==> config.mk <==
export PLATFORM = sky130hd
export DESIGN_NAME = alu_result_buffer
export DESIGN_NICKNAME = d
export VERILOG_FILES = /design/src/rtl/alu_pkg.sv /design/src/rtl/alu_rb_fifo.sv /design/src/rtl/alu_result_buffer.sv
export SDC_FILE = /design/constraint.sdc
export NUM_CORES = 1
export LEC_CHECK = 0
export ABC_AREA = 1
export CORE_MARGIN = 8
export CORE_UTILIZATION = 30
export CTS_CLUSTER_DIAMETER = 80
export DETAILED_ROUTE_END_ITERATION = 10
export PLACE_DENSITY = 0.48
export SYNTH_ARGS = -nofsm -noshare
export SYNTH_HDL_FRONTEND = slang
export SYNTH_SLANG_ARGS = --single-unit
==> constraint.sdc <==
create_clock -name clk -period 2.2 [get_ports clk]
set_clock_uncertainty 0.15 [all_clocks]
set_input_delay 0.44 -clock clk [delete_from_list [all_inputs] [get_ports clk]]
set_output_delay 0.44 -clock clk [all_outputs]
set_load 0.01 [all_outputs]
==> src/rtl/alu_pkg.sv <==
// Shared types for the ALU result buffer: opcode enum and per-entry record.
// Entry layout is result, carry, op, zero, neg (MSB first).
package alu_pkg;

    typedef enum logic [3:0] {
        OP_ADD  = 4'h0,
        OP_SUB  = 4'h1,
        OP_MUL  = 4'h2,
        OP_DIV  = 4'h3,
        OP_SHL  = 4'h4,
        OP_SHR  = 4'h5,
        OP_ROL  = 4'h6,
        OP_ROR  = 4'h7,
        OP_AND  = 4'h8,
        OP_OR   = 4'h9,
        OP_XOR  = 4'hA,
        OP_NOR  = 4'hB,
        OP_NAND = 4'hC,
        OP_XNOR = 4'hD,
        OP_GT   = 4'hE,
        OP_EQ   = 4'hF
    } alu_op_t;

    typedef struct packed {
        logic [3:0] result;
        logic       carry;
        alu_op_t    op;
        logic       zero;
        logic       neg;
    } alu_rb_entry_t;

    localparam int BASE_W = 9;
    localparam int FULL_W = $bits(alu_rb_entry_t);

endpackage

==> src/rtl/alu_rb_fifo.sv <==
// Circular storage, pointers and occupancy for the ALU result buffer.
// Push is blocked when full and pop when empty; pointers wrap modulo DEPTH.
module alu_rb_fifo #(
    parameter int DEPTH = 4,
    parameter int WIDTH = 9
) (
    input  logic                     clk,
    input  logic                     rst_n,
    input  logic                     push,
    input  logic                     pop,
    input  logic [WIDTH-1:0]         wr_data,
    output logic [WIDTH-1:0]         rd_data,
    output logic                     full,
    output logic                     empty,
    output logic [$clog2(DEPTH):0]   count
);

    localparam int AW = $clog2(DEPTH);
    localparam logic [AW:0] FULL_CNT = (AW+1)'(DEPTH);

    logic [WIDTH-1:0] mem [DEPTH];
    logic [AW-1:0]    wr_ptr;
    logic [AW-1:0]    rd_ptr;
    logic             do_push;
    logic             do_pop;

    assign full    = (count == FULL_CNT);
    assign empty   = (count == '0);
    assign do_push = push & ~full;
    assign do_pop  = pop & ~empty;
    assign rd_data = mem[rd_ptr];

    // Storage is not reset; occupancy alone defines what is valid.
    always_ff @(posedge clk) begin
        if (do_push)
            mem[wr_ptr] <= wr_data;
    end

    always_ff @(posedge clk or negedge rst_n) begin
        if (!rst_n) begin
            wr_ptr <= '0;
            rd_ptr <= '0;
            count  <= '0;
        end else begin
            if (do_push)
                wr_ptr <= wr_ptr + AW'(1);
            if (do_pop)
                rd_ptr <= rd_ptr + AW'(1);
            unique case ({do_push, do_pop})
                2'b10:   count <= count + (AW+1)'(1);
                2'b01:   count <= count - (AW+1)'(1);
                default: count <= count;
            endcase
        end
    end

endmodule

==> src/rtl/alu_result_buffer.sv <==
// Buffers 4-bit ALU results with carry masking and optional zero/neg flags.
// Flags are stored per entry only when ALU_RB_FLAGS_EN is defined.
module alu_result_buffer
    import alu_pkg::*;
#(
    parameter int DEPTH = 4
) (
    input  logic                   clk,
    input  logic                   rst_n,
    input  logic                   in_valid,
    output logic                   in_ready,
    input  logic [3:0]             in_result,
    input  logic                   in_carry,
    input  logic [3:0]             in_op,
    output logic                   out_valid,
    input  logic                   out_ready,
    output logic [3:0]             out_result,
    output logic                   out_carry,
    output logic [3:0]             out_op,
    output logic                   out_zero,
    output logic                   out_neg,
    output logic [$clog2(DEPTH):0] count
);

`ifdef ALU_RB_FLAGS_EN
    localparam int W = FULL_W;
`else
    localparam int W = BASE_W;
`endif

    logic [W-1:0]  wr_data;
    logic [W-1:0]  rd_data;
    logic          full;
    logic          empty;
    logic          carry_m;
    alu_rb_entry_t head;

    // Carry is only meaningful for ADD.
    assign carry_m = (alu_op_t'(in_op) == OP_ADD) & in_carry;

`ifdef ALU_RB_FLAGS_EN
    assign wr_data = {in_result, carry_m, in_op,
                      (in_result == 4'h0), in_result[3]};
    assign head    = alu_rb_entry_t'(rd_data);
`else
    assign wr_data = {in_result, carry_m, in_op};
    always_comb begin
        head        = '0;
        head.result = rd_data[8:5];
        head.carry  = rd_data[4];
        head.op     = alu_op_t'(rd_data[3:0]);
    end
`endif

    alu_rb_fifo #(
        .DEPTH (DEPTH),
        .WIDTH (W)
    ) u_fifo (
        .clk     (clk),
        .rst_n   (rst_n),
        .push    (in_valid),
        .pop     (out_ready),
        .wr_data (wr_data),
        .rd_data (rd_data),
        .full    (full),
        .empty   (empty),
        .count   (count)
    );

    assign in_ready   = ~full;
    assign out_valid  = ~empty;
    assign out_result = out_valid ? head.result : 4'h0;
    assign out_carry  = out_valid & head.carry;
    assign out_op     = out_valid ? head.op : 4'h0;
    assign out_zero   = out_valid & head.zero;
    assign out_neg    = out_valid & head.neg;

endmodule

* After elaboration in Yosys (flattened, before gate mapping) *
Memory sizes are Yosys's and may differ from the RTL's.
Cells that the tools add are included.
W data, S select, Z words.

word-level totals
  flip-flop bits (word level) = 7
  bits in writable memories = 36
  input bits = 13
  output and inout port bits = 16
  logic and storage cells = 25
  memories = 1

cells by class
  add/sub/neg operators = 4
  equality and inequality tests = 3
  mux-type cells = 5
  bitwise logic cells = 6
  reductions and logical operators = 3

memory list
  memory      depth  width  rd ports  clocked after memory_dff  wr ports  RTL line           RTL
  u_fifo.mem  4      9      1         0                         1         alu_rb_fifo.sv:21  logic [WIDTH-1:0] mem [DEPTH];

operators by type and width
  cell                   number
  $mux W4                2
  $pmux W3 S2            1
  $add A2 B1 Y2 const B  2
  $and A1 B1 Y1          4
  $logic_not A4 Y1       1
  $add A3 B1 Y3 const B  1
  $eq A3 B3 Y1 const B   1
  $logic_not A3 Y1       1
  $sub A3 B1 Y3 const B  1
  $eq A2 B1 Y1 const B   1
  $eq A2 B2 Y1 const B   1
  $mux W1                2
  $not A1 Y1             2
  $reduce_bool A2 Y1     1

* Longest topological paths before layout *
  depth in word-level cells = 5
  depth in mapped cells = 12
  depth with buffers taken out = 12

* Modules after synthesis *
Synthesis repeated with hierarchy kept, for this count alone.

unflattened totals
  cells, all modules = 195
  area total of the unflattened synthesis = 2,013.2 um^2

modules (own cells, without submodules)
  module             times used  cells each  area each (um^2)  sequential area each (um^2)
  alu_rb_fifo        1           165         1,885.6           1,256.2
  alu_result_buffer  1           30          127.6             0.0

* Worst setup path after synthesis *
Ideal clock, no wire load.

  path type = reg-to-reg
  start point = register u_fifo.count[1]
  end point = register u_fifo.count[2]
  library setup time = 0.117 ns
  arrival time = 1.737 ns
  required time = 1.933 ns
  slack = 0.196 ns
  stages on the path, launching flop included = 11
  buffers on the path = 0
  period minus slack after synthesis = 2.004 ns
  cell sequence = dfrtp_1 > inv_1 > nand3_1 > nand2_2 > ha_1 > inv_1 > fa_1 > nand2_1 > nand3_1 > nand2_1 > nand2_1

between the ends
  cells in the longest elaborated chain, start to end = 5
  elaborated cells on any way between the ends = 12
  those cells by class = 2 x add/sub; 3 x eq/ne; 1 x mux; 4 x bitwise; 2 x reduce/logical

RTL lines
  element                                                   RTL line                 RTL
  start: declaration                                        alu_rb_fifo.sv:15        output logic [$clog2(DEPTH):0] count
  start signal: assignment                                  alu_rb_fifo.sv:50        2'b10: count <= count + (AW+1)'(1);
  start signal: assignment                                  alu_rb_fifo.sv:51        2'b01: count <= count - (AW+1)'(1);
  start signal: assignment                                  alu_rb_fifo.sv:52        default: count <= count;
  $eq A3 B3 Y1 *                                            alu_rb_fifo.sv:27        assign full = (count == FULL_CNT);
  $not A1 Y1 *                                              n/a
  named net in_ready                                        alu_result_buffer.sv:11  output logic in_ready,
  $and A1 B1 Y1 *                                           alu_rb_fifo.sv:29        assign do_push = push & ~full;
  $eq A2 B1 Y1 / $eq A2 B2 Y1 (equally long branches)       alu_rb_fifo.sv:49        unique case ({do_push, do_pop})
  $pmux W3 S2 / $reduce_bool A2 Y1 (equally long branches)  n/a

The timed path passes the listed nets; every way through them passes the cells marked *.
A chain may end at the register's enable or synchronous reset.

* Final worst setup path *
  start point = register u_fifo.count[1]
  end point = output port out_valid

between the ends
  cells in the longest elaborated chain, start to end = 2

RTL lines
  element           RTL line                 RTL
  $logic_not A3 Y1  alu_rb_fifo.sv:28        assign empty = (count == '0);
  $not A1 Y1        alu_result_buffer.sv:71  assign out_valid = ~empty;
  end: declaration  alu_result_buffer.sv:15  output logic out_valid,

Every way passes these cells.

==> impl_metrics.py <==
metrics = {
    "sta": {
        "min_period_ps": 2090,
        "report.final.slew_viol_count": 0,
        "setup_tns_final_ps": 0,
        "timing.fmax_ghz": 0.479,
        "grt_setup_unrepaired": "false",
        "timing.final.crit_share_pct": 94.8,
        "setup-violations-final": 0,
        "final_hold_viol_count": 0,
        "hold-worst-slack_ps": 266,
    },
    "worst_setup_path": {
        "endpoint_kind": "output pin",
        "critical_path.startpoint": "u_fifo.count[1]",
        "r2r_end": "u_fifo.count[2]",
        "path_class": "reg -> out",
        "crit_path_max_fanout": 3,
        "required_ps": 1610,
        "ff2ff_setup_slack_ps": 220,
        "category_of_the_worst_setup_path_launch_point": "register",
        "cp_data_arrival_time_ps": 1500,
        "cell_depth_of_the_worst_flop_to_flop_path": 11,
        "crit-reg2reg-launch": "u_fifo.count[1]",
    },
    "pwr": {
        "p_sw_share_pct": 38.4,
        "clock_power_share_pct": 15.2,
        "power.density_cell_area_nw_per_um2": 1260,
        "p_leak_nw": 1.14,
        "ir_drop_v": 0.000488,
        "power.switching_mw": 1.21,
        "combPwrFrac_pct": 47.3,
        "sequentialPowerShare_pct": 37.4,
        "internal_power_mw": 1.94,
        "fin_total_pwr_mw": 3.15,
    },
    "routing": {
        "vias_after_detailed_routing": 1361,
        "routed_via_density": 4.20,
        "drc_violation_count_after_routing": 0,
        "wirelength_um": 4180,
        "antenna_violating_nets_post_route": 0,
        "initialDrtViolationCount": 68,
        "avgRoutedWirePerCell_um": 12.9,
        "1st_pass_router_iterations": 4,
    },
    "placement": {
        "placed_cells": 315,
        "gp_congestion": 0.732,
        "detailed_placement_wirelength_estimate_um": 2870,
        "io_buffer_count": 26,
    },
    "logic_synthesis": {
        "postSynth.topFlopCell": "sky130_fd_sc_hd__edfxtp_1",
        "async_flop_share_pct": 16.3,
        "synth.cell_area_um2": 2000,
        "synth_edf_count": 36,
        "synth_common_cells": "50 x sky130_fd_sc_hd__nand2_1, 48 x sky130_fd_sc_hd__inv_1, 36 x sky130_fd_sc_hd__edfxtp_1",
        "synth_top_area_share_pct": 54.0,
        "synth-warning-count": 0,
        "synthesis.instances": 203,
        "ys_types": 21,
        "synth.top_cells.by_area": "sky130_fd_sc_hd__edfxtp_1 54%, sky130_fd_sc_hd__nand2_1 9.4%, sky130_fd_sc_hd__inv_1 9.0%",
        "synthesis.area_per_instance_um2": 9.87,
        "synth-seq-area-share_pct": 62.7,
        "post-synth-top-count-cell": "sky130_fd_sc_hd__nand2_1",
        "synth_top_area_cell": "sky130_fd_sc_hd__edfxtp_1",
        "postSynthRegisterBits": 43,
    },
    "clock_tree": {
        "cts-hold-fix-buffers": 0,
        "cts_buffer_depth": 2,
        "clkSlewWorstSetupHoldPaths_ps": 80,
        "h-tree-depth": 2,
        "clock_sink_count": 43,
        "cts_root_buffer": "sky130_fd_sc_hd__clkbuf_8",
        "cts_made_buffers": 5,
        "cts_tree": "yes",
        "clock_latency_ps": 290,
    },
    "global_routing": {
        "global_route.overflow_total": 0,
        "pin_count_of_the_biggest_net_entering_global_routing": 20,
        "groute.usage.overall_pct": 9.16,
        "grt_pass1_vias": 1325,
        "antenna_violations_before_repair": 0,
        "grt_pass1_wl_um": 6820,
    },
    "final_layout": {
        "finalCoreUtilization_pct": 38.9,
        "layout.filler_cells": 631,
        "finish.net_count": 265,
        "post_layout_nonfiller_instances": 324,
        "post_route_cells_drive_above_1_share_pct": 13.4,
        "diodes": 0,
        "syn_to_final_growth_pct": 24.9,
    },
    "run": {
        "cap_viol_max_count": 0,
    },
    "outcome": {
        "outcome": "complete, no violations",
    },
    "floorplan": {
        "die-height_um": 97.7,
        "die_width_um": 97.7,
        "core_area_um2": 6420,
        "num_io_pins": 29,
        "floorplan.initialDensity_pct": 31.2,
        "floorplan.die_area_um2": 9550,
        "placementRows": 29,
    },
    "min_path": {
        "min-delay-path-class": "in -> async",
    },
}
==> how the worst max path moves through the flow <==
stage	cells past startpoint	slack (ps)	end
floorplan	10	200	u_fifo.count[2]
detailed placement	10	10	u_fifo.count[2]
finish	4	110	out_valid
CTS	5	30	out_result[1]
global route	6	7	out_op[3]
global placement	10	50	u_fifo.count[2]
==> area by class of cell <==
cell class | instances | area (um2) | share of cell area [%]
Clock inverter | 2 | 12.5 | 0.500
Sequential cell | 43 | 1260 | 50.2
Clock buffer | 6 | 72.6 | 2.90
Multi-Input combinational cell | 103 | 517 | 20.7
Tap cell | 77 | 96.3 | 3.85
Inverter | 52 | 201 | 8.05
Timing Repair Buffer | 41 | 345 | 13.8
==> power groups by stage <==
stage | combinational, mW | clock, mW | sequential [mW]
6_report | 1.49 | 0.478 | 1.18
5_1_grt | 1.68 | 0.522 | 1.20
4_1_cts | 1.52 | 0.491 | 1.17
3_5_place_dp | 1.61 | 0 | 1.19
3_3_place_gp | 1.62 | 0 | 1.19
2_1_floorplan | 0.843 | 0 | 1.19
==> metal layers <==
| layer | global-route usage [%] | share of wire, % | vias to the layer above |
|---|---|---|---|
| met3 | 2.72 | 3.9 | 5 |
| met1 | 10.4 | 45 | 623 |
| met4 | 3.96 | 1.7 | 0 |
| li1 | - | - | 714 |
| met2 | 15.6 | 50 | 19 |
| met5 | 0 | 0 | - |
==> worst max-delay path, stage by stage, from the launching register on <==
cell and delay, ps:
sky130_fd_sc_hd__dfrtp_1 410, sky130_fd_sc_hd__inv_1 90, sky130_fd_sc_hd__nand3_2 90, sky130_fd_sc_hd__buf_4 150, sky130_fd_sc_hd__clkdlybuf4s50_1 470
==> per-stage QoR <==
stage	setup slack, ps	cell area (um2)
floorplan	196	2010
global placement	50.0	2420
detailed placement	10.5	2420
CTS	31.0	2500
global route	6.77	2500
finish	114	2500
==> layout by cell type (no fill, tap or decap) <==
cell                              synthesis  layout
sky130_fd_sc_hd__a21oi_1                  9       9
sky130_fd_sc_hd__buf_4                    3      15
sky130_fd_sc_hd__clkbuf_1                 0       1
sky130_fd_sc_hd__clkbuf_2                 0       5
sky130_fd_sc_hd__clkbuf_8                 0       5
sky130_fd_sc_hd__clkdlybuf4s15_1          0       3
sky130_fd_sc_hd__clkdlybuf4s50_1          0      16
sky130_fd_sc_hd__clkinv_1                 2       1
sky130_fd_sc_hd__clkinv_2                 0       1
sky130_fd_sc_hd__clkinvlp_4               0       2
sky130_fd_sc_hd__conb_1                   1       2
sky130_fd_sc_hd__dfrtp_1                  7       7
sky130_fd_sc_hd__dlygate4sd2_1            0       2
sky130_fd_sc_hd__edfxtp_1                36      36
sky130_fd_sc_hd__fa_1                     1       1
sky130_fd_sc_hd__ha_1                     5       5
sky130_fd_sc_hd__inv_1                   48      48
sky130_fd_sc_hd__inv_2                    2       1
sky130_fd_sc_hd__inv_4                    0       1
sky130_fd_sc_hd__nand2_1                 50      50
sky130_fd_sc_hd__nand2_2                  1       1
sky130_fd_sc_hd__nand3_1                 23      22
sky130_fd_sc_hd__nand3_2                  1       2
sky130_fd_sc_hd__nand4_1                  1       1
sky130_fd_sc_hd__nor2_1                   5       5
sky130_fd_sc_hd__nor3_1                   1       1
sky130_fd_sc_hd__o21ai_0                  2       2
sky130_fd_sc_hd__xnor2_1                  2       2
==> registers in the layout, indices dropped and copies added, names as in the netlist <==
signal         count
u_fifo.rd_ptr      2
u_fifo.count       3
u_fifo.mem        36
u_fifo.wr_ptr      2
==> kinds of logic after synthesis <==
family | count (synthesis) | synth area share, %
AOI/OAI and AO/OA | 11 | 2.75
xor gates and xnor gates | 2 | 0.875
adders and majority gates | 6 | 4.12
buffers and inverters | 58 | 11.9
DFF | 43 | 62.7
other | 1 | 0.187
and+or+nand+nor | 82 | 17.4
==> what timing repair did <==
item,4_1_cts,5_1_grt
endpoints found under the setup margin,10,10
setup buffers,1,0
resized for setup,10,17
pin swaps,0,0
No activity file was read; power rests on OpenSTA's default activity.
==> RTL edit (same settings) <==
Make the reset (`rst_n`) synchronous in one clocked block.
--- a/src/rtl/alu_rb_fifo.sv
+++ b/src/rtl/alu_rb_fifo.sv
@@ -36,7 +36,7 @@
             mem[wr_ptr] <= wr_data;
     end
 
-    always_ff @(posedge clk or negedge rst_n) begin
+    always_ff @(posedge clk) begin
         if (!rst_n) begin
             wr_ptr <= '0;
             rd_ptr <= '0;
Formal check against the unedited RTL: differs if rst_n is asserted again (counterexample within 4 cycles, from zero or initial values and one cycle with rst_n low); with rst_n held inactive, the same outputs for 10 cycles.
==> RTL edit against the unedited design <==
Synthesized cell count decreased by 11%; final area decreased by 0.50%; wire length decreased by 9.2%; worst setup slack got worse by 0.012 ns; core utilization increased by 0.47 points; clock power increased by 29%; critical path depth increased by 2; fmax decreased by 0.56%; power decreased by 12%; sequential cell count increased by 2; combinational power decreased by 29%; area after synthesis decreased by 2.8%; first-iteration DRC count decreased by 37%; die area decreased by 2.4%; highest routed layer unchanged.
==> RTL edit: results (changes against the unedited design) <==
| Metric | Value |
|---|---|
| Clock Network Area Fraction | 0.0463 (was 0.0340) |
| GRT Overall Usage | 0.0860 (was 0.0916) |
| Via density | 4.22 (was 4.20) |
| Met1 wire length | 1690 µm (was 1860 µm) |
| Clock buffers | 5 (was 6) |
| Non-clock buffer count | 44 (was 41) |
| GR met2 Demand/Resource | 0.142 (was 0.156) |
| Synth area leaders | edfxtp_1, dfxtp_1, nor2_1, a21oi_1, ha_1 (was edfxtp_1, nand2_1, inv_1, dfrtp_1, nand3_1) |
| FF/Latch Area | 1260 µm² (about the same) |
| Vias in the first global route | 1,222 (was 1,325) |
| Fraction of area in multi-input gates | 0.222 (was 0.207) |
| Worst-path fanout max | 15 (was 3) |
| Metal3 WL | 224 µm (was 165 µm) |
| Switch share | 0.329 (was 0.384) |
| DR iter-0 viols | 43 (was 68) |
| Non-clock inverters | 19 (was 52) |
| Reg-to-Reg Start | u_fifo.count[2]$_SDFFE_PN0P_ (was u_fifo.count[1]$_DFFE_PN0P_) |
| Worst R2R End | u_fifo.count[2]$_SDFFE_PN0P_ (was u_fifo.count[2]$_DFFE_PN0P_) |
| WL final | 3800 µm (was 4180 µm) |
| Status | finished, final reports clean (unchanged) |
| Top post-synthesis cells by count | nor2_1, edfxtp_1, inv_1 (was nand2_1, inv_1, edfxtp_1) |
| Net total in the final layout | 245 (was 265) |
| Final Non-Filler Cells | 304 (was 324) |
| R2r setup slk | 0.24 ns (was 0.22 ns) |
| Leak | 0.963 nW (was 1.14 nW) |
| CP max stage delay | 0.35 ns (was 0.47 ns) |
| Routing usage on met3 | 0.0263 (was 0.0272) |
| Synth Area in XOR/XNOR | 0 (was 0.00874) |
| Fill count | 632 (was 631) |
| Place WS | -0.0593 ns (was 0.0105 ns) |
| Max IR drop VDD | 0.521 mV (was 0.488 mV) |
| Complex-gate fraction of the synthesized area | 0.0874 (was 0.0275) |
| Max Clk Rate | 477 MHz (was 479 MHz) |
| Final HPWL from detailed placement | 2670 µm (was 2870 µm) |
| Metal2 WL | 1820 µm (was 2080 µm) |
-- RTL edit: cell types whose count changed after synthesis, sizes merged, moves of 2 or more --
| cell | unedited run | this run |
|---|---|---|
| xnor2 | 2 | 0 |
| o21ai | 2 | 20 |
| inv | 50 | 18 |
| a21oi | 9 | 14 |
| dfxtp | 0 | 9 |
| nand3 | 24 | 5 |
| nor2 | 5 | 47 |
| dfrtp | 7 | 0 |
| nand2 | 51 | 16 |
-- RTL edit: worst register-to-register path, cell delays in order (launching register included) --
cell	delay, ns
dfxtp_1	0.39
inv_2	0.06
nand2_2	0.08
buf_4	0.12
nand2_1	0.06
inv_1	0.07
ha_1	0.16
inv_1	0.06
fa_1	0.38
inv_1	0.06
nand2_1	0.04
nand3_1	0.08
nand2_1	0.06
nand2_1	0.05
nor2_1	0.04
-- RTL edit: metrics by stage --
step                cell area [µm²]  power (W)
floorplan                      1950    0.00169
global placement               2370    0.00226
detailed placement             2370    0.00225
CTS                            2480    0.00281
global route                   2490    0.00297
finish                         2490    0.00276
